$ cat src/rtl/serv_ifetch_pkg.sv
// Shared types for the instruction-fetch stage: FSM state encoding and datapath widths.
package serv_ifetch_pkg;

    localparam int PC_W     = 32;
    localparam int BITCNT_W = 5;

    typedef enum logic [1:0] {
        FETCH_REQ    = 2'd0,
        FETCH_VALID  = 2'd1,
        FETCH_WAITPC = 2'd2
    } fetch_state_e;

endpackage

$ cat src/rtl/serv_ifetch_pc_deser.sv
// LSB-first deserialiser for the bit-serial next PC; done pulses with the 32nd valid bit.
module serv_ifetch_pc_deser
    import serv_ifetch_pkg::*;
#(
    parameter logic [PC_W-1:0] RESET_PC = 32'h0000_0000
) (
    input  logic            clk,
    input  logic            i_rst,
    input  logic            i_en,
    input  logic            i_bit,
    output logic [PC_W-1:0] o_pc,
    output logic            o_done
);

    logic [PC_W-1:0]     shreg;
    logic [BITCNT_W-1:0] bitcnt;

    always_ff @(posedge clk) begin
        if (i_rst) begin
            shreg  <= RESET_PC;
            bitcnt <= '0;
        end else if (i_en) begin
            shreg  <= {i_bit, shreg[PC_W-1:1]};
            bitcnt <= bitcnt + 1'b1;
        end
    end

    // Counter wraps to zero naturally on the completing bit.
    assign o_done = i_en & (bitcnt == '1);
    assign o_pc   = shreg;

endmodule

$ cat src/rtl/serv_ifetch.sv
// Instruction fetch: assembles the serial PC, runs a Wishbone-classic read, hands the word to the decoder.
module serv_ifetch
    import serv_ifetch_pkg::*;
#(
    parameter logic [PC_W-1:0] RESET_PC = 32'h0000_0000
) (
    input  logic            clk,
    input  logic            i_rst,
    input  logic            i_pc_en,
    input  logic            i_pc,
    output logic [PC_W-1:0] o_ibus_adr,
    output logic            o_ibus_cyc,
    input  logic [PC_W-1:0] i_ibus_rdt,
    input  logic            i_ibus_ack,
    input  logic            i_dec_ready,
    output logic [PC_W-1:0] o_dec_rdt,
    output logic            o_dec_en,
    output logic            o_busy
);

    fetch_state_e    state;
    fetch_state_e    state_nxt;
    logic [PC_W-1:0] ir;
    logic            shift_en;
    logic            pc_done;

    // Address must stay frozen while a bus cycle is open, so shifting is gated by state.
    assign shift_en = i_pc_en & (state == FETCH_WAITPC);

    serv_ifetch_pc_deser #(
        .RESET_PC (RESET_PC)
    ) u_pc_deser (
        .clk    (clk),
        .i_rst  (i_rst),
        .i_en   (shift_en),
        .i_bit  (i_pc),
        .o_pc   (o_ibus_adr),
        .o_done (pc_done)
    );

    always_ff @(posedge clk) begin
        if (i_rst)
            state <= FETCH_REQ;
        else
            state <= state_nxt;
    end

    always_comb begin
        state_nxt = state;
        case (state)
            FETCH_REQ:    if (i_ibus_ack)  state_nxt = FETCH_VALID;
            FETCH_VALID:  if (i_dec_ready) state_nxt = FETCH_WAITPC;
            FETCH_WAITPC: if (pc_done)     state_nxt = FETCH_REQ;
            default:                       state_nxt = FETCH_REQ;
        endcase
    end

    always_ff @(posedge clk) begin
        if (i_rst)
            ir <= '0;
        else if ((state == FETCH_REQ) && i_ibus_ack)
            ir <= i_ibus_rdt;
    end

    // Reset gates the strobes so nothing leaks out during the reset cycle itself.
    always_comb begin
        o_ibus_cyc = (state == FETCH_REQ) & ~i_rst;
        o_dec_en   = (state == FETCH_VALID) & i_dec_ready & ~i_rst;
        o_busy     = (state != FETCH_WAITPC);
        o_dec_rdt  = ir;
    end

    pc_en_outside_waitpc: assert property (@(posedge clk) disable iff (i_rst)
        !(i_pc_en && (state != FETCH_WAITPC)))
        else $warning("i_pc_en outside WAITPC ignored");

endmodule

$ cat config.mk
export PLATFORM = sky130hd
export DESIGN_NAME = serv_ifetch
export DESIGN_NICKNAME = d
export VERILOG_FILES = /design/src/rtl/serv_ifetch_pkg.sv /design/src/rtl/serv_ifetch_pc_deser.sv /design/src/rtl/serv_ifetch.sv
export SDC_FILE = /design/constraint.sdc
export NUM_CORES = 1
export LEC_CHECK = 0
export CAP_MARGIN = 20
export CORE_MARGIN = 5
export CORE_UTILIZATION = 45
export DETAILED_ROUTE_END_ITERATION = 6
export PLACE_DENSITY = 0.85
export SYNTH_ARGS = -nofsm -noshare
export SYNTH_HDL_FRONTEND = slang
export SYNTH_SLANG_ARGS = --single-unit
$ cat constraint.sdc
create_clock -name clk -period 2.65 [get_ports clk]
set_input_delay 0.3975 -clock clk [delete_from_list [all_inputs] [get_ports clk]]
set_output_delay 0.3975 -clock clk [all_outputs]
set_load 0.01 [all_outputs]
==> summary.md, run 1 <==
For this run, the leading register cell type out of synthesis is sky130_fd_sc_hd__dfxtp_1. In this run the static leakage power is 0.00140 uW. Relative to the synthesized area, the layout overhead comes to 53.7%. Based on the critical path, the design can be clocked at up to 0.472 GHz. Using the TritonRoute via totals, the vias-per-cell ratio works out to 4.87. Counting every net in the synthesized netlist gives 359. At the worst endpoint, the required time is 2.25 ns. The worst hold path passes through 2 cells. In this run the power density over the cells is 668 nW/um^2. The type of the worst setup path is input pin to output port. The share of synthesized registers carrying an async set or reset came out at 0.

For the pin with the worst max-slew slack, the measured transition is 0.590 ns. Setup repair after global routing left no endpoint under its margin. For this run, the number of Yosys warnings is 0.

The die covers 7240 sq um. Net count reported at finish: 455. The routed design could run at a clock period as short as 2.12 ns. Fraction of synthesized cell area taken by the top area cell type: 0.560. End of the worst register-to-register path: u_pc_deser.bitcnt[3]. Clock tree synthesis found a total of 71 sinks.

Dominant combinational cell family by area after synthesis: simple AND/OR/NAND/NOR gates. The detailed router placed 2396 vias in this run. After floorplanning, the core was divided into 27 placement rows. The design draws 2610 uW. The total setup buffers inserted after CTS was 0. The clock passes through at most 2 buffers. After detailed placement, the total cell area comes to 3610 sq um. The fraction of the mapped netlist area in simple logic gates works out to 0.231.

Sorting the synthesized cells by how often they occur yields sky130_fd_sc_hd__nand2_1, sky130_fd_sc_hd__dfxtp_1, sky130_fd_sc_hd__a21oi_1, sky130_fd_sc_hd__buf_2, sky130_fd_sc_hd__clkbuf_1. For the final database, setup skew stands at 0.00808 ns. The part of the Yosys area used for sequential elements is 0.560, and the global-route usage over all layers is 0.176. Port buffering added 104 buffers. The total instance count after detailed placement is 476, and the detailed placement HPWL is 4480 um.

After synthesis, the cell types taking the most area are sky130_fd_sc_hd__dfxtp_1, sky130_fd_sc_hd__nand2_1, sky130_fd_sc_hd__a21oi_1, sky130_fd_sc_hd__buf_2, sky130_fd_sc_hd__clkbuf_1. The total iterations of the first detailed-routing run is 4. The path category of the worst min-delay check is input pin to register.

The tools report the kind of start point of the critical path as an input pin. The average instance in the mapped netlist occupies 7.95 sq um. The first global-routing pass estimated 10300 um of wire.

For the final hold violation count, the log shows 0. The multi-input combinational cells in the finished layout cover a total of 1000 sq um. The floorplan step defined a core boundary enclosing 5510 sq um. The library cell occupying the most area in the post-synthesis netlist was sky130_fd_sc_hd__dfxtp_1.

The number of placed I/O pins came out at 105. After filler insertion, the fill cell instance count of the layout stands at 438. The fraction of final layout cells sized beyond drive strength 1 came out at 0.0548. Setup slack closes at 0.531 ns.

At the worst endpoint, the arrival time is 1.72 ns. The number of resized instances in the post-cts repair step was 0; the reported max-cap violation count was 0. The remaining max-slew budget at the tightest pin is 0.606.

The post-route antenna net violation count is 0, and the setup slack on the worst flop-to-flop path is 1.03 ns. At the placement stage, the worst setup path has a slack of 0.532 ns. The starting utilization of the core area was 0.461. The tools report the kind of end point of the critical path as an output port.

The startpoint of the worst register-to-register path was state[1]. The complex-gate fraction of the synthesized area is 0.144, and the number of different library cells in the post-synthesis netlist is 23. In this run the clock root is driven by a sky130_fd_sc_hd__clkbuf_8.

The tools report the number of standard cells in the final layout excluding fillers as 492. Setup violations remaining at the end of the flow were counted as 0. The run finished with clean final reports. The fraction of the cycle the final worst path needs works out to 0.800.

Global routing finished with a remaining overflow of 0. After technology mapping, the gate count stands at 319. Routability-driven placement finished with a final weighted congestion of 0.739. TritonCTS built the clock tree. In this run, synthesis inferred 0 flip-flops with an integrated enable.

The adder-cell share of the synthesized area is 0.00987. Final antenna diode count: 0. The launch point of the worst hold path is i_rst. Entering global routing, the biggest net connects 59 pins. Clock-pin slew was measured on the worst setup and hold paths at 0.07 ns. For the final routed database, the setup TNS stands at 0 ns. Across the VDD grid, the largest voltage drop is 0.524 mV. The register bit count reported by yosys is 71, and the largest fanout on the critical path is 2. Counting the buffers created by CTS gives 9. For this block, the initial DRC count from the detailed router was 102.

The cell area after synthesis is 2540 sq um. The xor/xnor cell area share of the yosys netlist was 0.00345; the via count of the first global-routing pass was 2296. The routed design has 6450 um of wire.

Registers take 1420 sq um. Width of the die: 85.1 um. The y dimension of the die came out at 85.1 um. The mux cell area share after synthesis was 0.00395; the H-tree depth was 3. For the hold buffer count at cts, the log shows 0. By instance count, the leading cell after synthesis is sky130_fd_sc_hd__nand2_1.

The number of antenna violations at the first check in global routing is 0, and the max-slew violation total from the final report is 0. The DRC violation count after routing was 0. Once layout is done, the placed cells without fillers occupy 3900 sq um. The tools report the worst hold endpoint as u_pc_deser.o_pc[27]. Dividing the detail-routed wire length by the instance count gives 13.1 um. The clock reaches the later pin of the worst-skew pair after 0.33 ns. Depth of the worst register-to-register path: 4.
-- worst max-delay path by stage --
stage	cells after the start	to	startpoint
6_report	4	o_dec_en	i_dec_ready
5_1_grt	4	o_dec_en	i_dec_ready
4_1_cts	4	o_dec_en	i_dec_ready
3_5_place_dp	4	o_dec_en	i_dec_ready
3_3_place_gp	4	o_dec_en	i_dec_ready
2_1_floorplan	3	o_ibus_cyc	i_rst
-- state kept, by name (all words and copies together), names as in the netlist --
| name | cells |
|---|---|
| state | 2 |
| u_pc_deser.bitcnt | 5 |
| u_pc_deser.o_pc | 32 |
| o_dec_rdt | 32 |
-- worst max-delay path, cell delays in order --
cell and delay (ns):
sky130_fd_sc_hd__clkdlybuf4s50_1 0.49, sky130_fd_sc_hd__nand2_1 0.06, sky130_fd_sc_hd__nor3_1 0.18, sky130_fd_sc_hd__clkdlybuf4s50_1 0.59
-- placed cells by master, fill, tap and decap left out --
cell,n
sky130_fd_sc_hd__or3_1,2
sky130_fd_sc_hd__a21oi_1,68
sky130_fd_sc_hd__nand3_1,1
sky130_fd_sc_hd__nor3_1,3
sky130_fd_sc_hd__ha_1,2
sky130_fd_sc_hd__and3_1,1
sky130_fd_sc_hd__clkbuf_8,10
sky130_fd_sc_hd__xnor2_1,1
sky130_fd_sc_hd__nor3b_4,1
sky130_fd_sc_hd__o21bai_1,1
sky130_fd_sc_hd__or3b_1,1
sky130_fd_sc_hd__mux2i_1,1
sky130_fd_sc_hd__bufinv_16,5
sky130_fd_sc_hd__buf_2,1
sky130_fd_sc_hd__clkdlybuf4s50_1,103
sky130_fd_sc_hd__buf_4,4
sky130_fd_sc_hd__nand2_1,133
sky130_fd_sc_hd__clkinv_2,1
sky130_fd_sc_hd__dfxtp_1,71
sky130_fd_sc_hd__inv_1,2
sky130_fd_sc_hd__a21o_1,1
sky130_fd_sc_hd__nand2b_1,1
sky130_fd_sc_hd__and3b_1,1
sky130_fd_sc_hd__buf_12,1
sky130_fd_sc_hd__nor2_1,1
sky130_fd_sc_hd__nand3b_1,1
sky130_fd_sc_hd__o21ai_0,2
-- cells by family (layout without fill, tap and decap cells) --
logic type / count (synthesis) / in the layout
and+or+nand+nor: 146 / 146
AOI/OAI and AO/OA: 72 / 72
adders and majority gates: 2 / 2
buffers and inverters: 26 / 127
DFF: 71 / 71
muxes: 1 / 1
xor gates and xnor gates: 1 / 1
-- final cells by class --
| type | instances | share of cell area |
|---|---|---|
| clock buffer | 10 | 0.0353 |
| clock inverter | 6 | 0.0398 |
| inverter | 2 | 0.00193 |
| multi-input combinational | 222 | 0.257 |
| sequential | 71 | 0.365 |
| tap | 72 | 0.0231 |
| timing repair buffer | 109 | 0.279 |
-- routing by layer --
metal,vias up,share of wire,global-route usage
met5,-,0,0
met4,0,0.018,0.0734
met3,10,0.068,0.0553
met2,69,0.51,0.307
met1,1098,0.41,0.197
li1,1219,-,-
-- power by group --
group | leakage, uW | internal (uW) | switching, uW
Combinational | 0.000673 | 138 | 119
Sequential | 0.000577 | 1100 | 21.1
Clock | 0.000146 | 840 | 385
Total | 0.00140 | 2080 | 526
-- metrics by stage --
step | utilization | hold slack, ns
final | 0.708 | 0.452
after CTS | 0.708 | 0.435
after detailed placement | 0.655 | 0.446
after global routing | 0.708 | 0.454
after global placement | 0.655 | 0.441
after floorplan | - | 0.441
Note: power is estimated with default switching activity, not from simulation.
==> inputs of run 2 (changes only) <==
- CORE_UTILIZATION: 45 -> 38
- PLACE_DENSITY: 0.85 -> 0.76
- clock period: 2.65 -> 1.9 ns (I/O delays scaled with it)
==> run 2 against run 1 <==
Net effect: count of clock-buffer cells in the layout up 3; cell count is 1.2% higher; clock power barely moved; register-to-register slack got worse by 0.52 ns; critical path depth down 2; combinational power grew 44%; non-clock buffer count is 1 higher; total power rose by 22%; hold slack got worse by 0.12 ns.
==> summary.md, run 2 (same netlist as run 1, synthesis figures left out) <==
The reported max-cap violation count came out at 0. TritonCTS built the clock tree. Fraction of final layout cells sized beyond drive strength 1: 0.0594. Across the VDD grid, the largest voltage drop is 0.447 mV.

The worst register-to-register path begins at state[1]. The die covers 8410 sq um. Type of the worst setup path: register to output port. The clock period minus final worst setup slack came out at 1.81 ns. Tracing the worst setup path back leads to its startpoint at state[1]. The library cells used most frequently in the layout, excluding fill and tap cells, are sky130_fd_sc_hd__nand2_1, sky130_fd_sc_hd__clkdlybuf4s50_1, sky130_fd_sc_hd__dfxtp_1. The finished cells cover 3860 sq um.

The worst setup path is launched from a register. Global routing finished with a remaining overflow of 0. The number of buffer and inverter stages on the critical path came out at 1. The startpoint identified for the worst hold timing path is i_rst. The routed layout has 2398 vias. The run gives 0.153 as the global-route usage over all layers. Leading cell type in the layout, fill and taps excluded: sky130_fd_sc_hd__nand2_1. The post-layout total power came out at 3170 uW. The max-slew violation total from the final report is 0. From bottom edge to top edge, the die measures 91.7 um. The run finished with clean final reports. For this block, the initial DRC count from the detailed router was 101. Clock-pin slew was measured on the worst setup and hold paths at 0.07 ns. Clock tree synthesis found a total of 71 sinks.

For the worst setup path, the data arrival time is 1.53 ns. The routability-driven placement congestion ratio was 0.752. The number of I/O port buffers is 104. Cell family with the largest share of critical-path delay: buffers and inverters.

The tools report the largest net degree at the start of global routing as 72. 105 I/O pins were placed. For the maximum operating frequency, the log shows 0.552 GHz. The min-delay analysis places its worst path in the category input pin to register.

For the starting utilization of the core area, the log shows 0.395. Across the routed clock network, the largest skew measured is 0.00842 ns. Clock tree root buffer cell: sky130_fd_sc_hd__clkbuf_8. From left edge to right edge, the die measures 91.7 um. The tools report the final setup violation count as 0. The run gives 0.0376 as the met3 track demand over resource. The slowest stage of the critical path is the sky130_fd_sc_hd__clkdlybuf4s50_1 cell. The fraction of the cycle the final worst path needs was 0.953. The final wirelength was 6350 um; the final hold violation count was 0. The remaining max-slew budget at the tightest pin was 0.522. The setup slack on the worst flop-to-flop path came out at 0.51 ns. The largest fanout on the critical path is 8.

The signal on the critical path passes through nor3_2 -> clkdlybuf4s50_1. For the number of fill cells, the log shows 603. The largest incremental delay on the critical path came out at 0.56 ns. The reported leakage power is 0.00138 uW, and the detailed-route vias per instance is 4.82.

For the met1 layer usage reported by global route, the log shows 0.181. For this design the ratio of total power to cell area is 821 nW/um^2. Data on the critical path is required at its endpoint by 1.62 ns.

After the last flow step, the layout net total stands at 456. The clock reaches the later pin of the worst-skew pair after 0.33 ns. Before antenna repair, the detailed router went through 4 iterations.

The number of core rows is 29. Setup repair after global routing left no endpoint under its margin. The H-tree depth is 3, and the wire length of the first global-routing pass is 10500 um.

The number of buffers on the longest clock path was 2; the total instance count after detailed placement was 482. After floorplanning, the core was sized to cover 6420 sq um. Dividing the detail-routed wire length by the instance count gives 12.8 um.

For the post-place instance area, the log shows 3640 sq um. The via count of the first global-routing pass came out at 2217. The detail route stage leaves a number of antenna-violating nets equal to 0.

The tools report the global routing usage on met2 as 0.259. The most crowded layer after global routing is met2. The wire-length estimate of the detail-placed layout is 4370 um.

At the pin with the least slew margin, the transition time is 0.717 ns. The worst setup path is captured at an output port. TritonCTS created 9 clock buffers. For this run, design rule violations remaining after detail routing come to 0. The number of standard cells in the final layout excluding fillers was 498.

After routing, the total negative slack on setup checks comes to 0 ns. The relative area change from synthesis to final layout is 52.1%. The number of antenna violations at the first check in global routing came out at 0.

For the final antenna diode count, the log shows 0.
## run 2: cell types whose count changed in the layout (fill, tap and decap cells not counted), sizes merged
cell	before	now
clkdlybuf4s50	103	102
dlygate4sd2	0	1
clkbuf	10	13
clkinv	1	2
bufinv	5	1
buf	6	7
## run 2: final timing paths
kind / end / cells after the start
min: state[1] / 3
max reg2reg: u_pc_deser.bitcnt[3] / 4
max: o_ibus_cyc / 2
min reg2reg: o_dec_rdt[4] / 2
## run 2: worst min-delay path: cells and delay by family
| family | cells | cell delay [ns] |
|---|---|---|
| compound gates | 1 | 0.14 |
| buf+inv | 1 | 0.12 |
| simple gates | 1 | 0.07 |
## run 2: layer usage
layer | wire, um | up-vias
met5 | 0 | -
met3 | 395 | 9
li1 | - | 1225
met2 | 3130 | 67
met4 | 98 | 0
met1 | 2730 | 1097
## run 2: final cells by class
class / instances / area, sq um / area share
tap: 77 / 96.3 / 0.0250
clock buffer: 13 / 169 / 0.0438
sequential: 71 / 1420 / 0.369
multi-input combinational: 222 / 1010 / 0.261
inverter: 2 / 7.51 / 0.00195
timing repair buffer: 110 / 1120 / 0.290
clock inverter: 3 / 40.0 / 0.0104
## run 2: timing repair
| action | in CTS | in global routing |
|---|---|---|
| buffers inserted | 0 | 0 |
| setup endpoints to repair | 1 | 1 |
| hold buffers | 0 | 0 |
| resized for setup | 2 | 1 |
| pin swaps | 0 | 0 |
## run 2: per-stage QoR
| stage | worst slack (ns) | utilization | hold WS, ns |
|---|---|---|---|
| 3_3_place_gp | 0.0363 | 0.568 | 0.441 |
| 5_1_grt | 0.00975 | 0.601 | 0.343 |
| 6_report | 0.0896 | 0.601 | 0.330 |
| 3_5_place_dp | 0.0255 | 0.568 | 0.446 |
| 4_1_cts | 0.0214 | 0.600 | 0.304 |
| 2_1_floorplan | 0.626 | - | 0.421 |
## run 2: power breakdown
| group | switching [uW] | internal (uW) |
|---|---|---|
| registers | 29.6 | 1540 |
| logic | 166 | 204 |
| clock network | 518 | 711 |
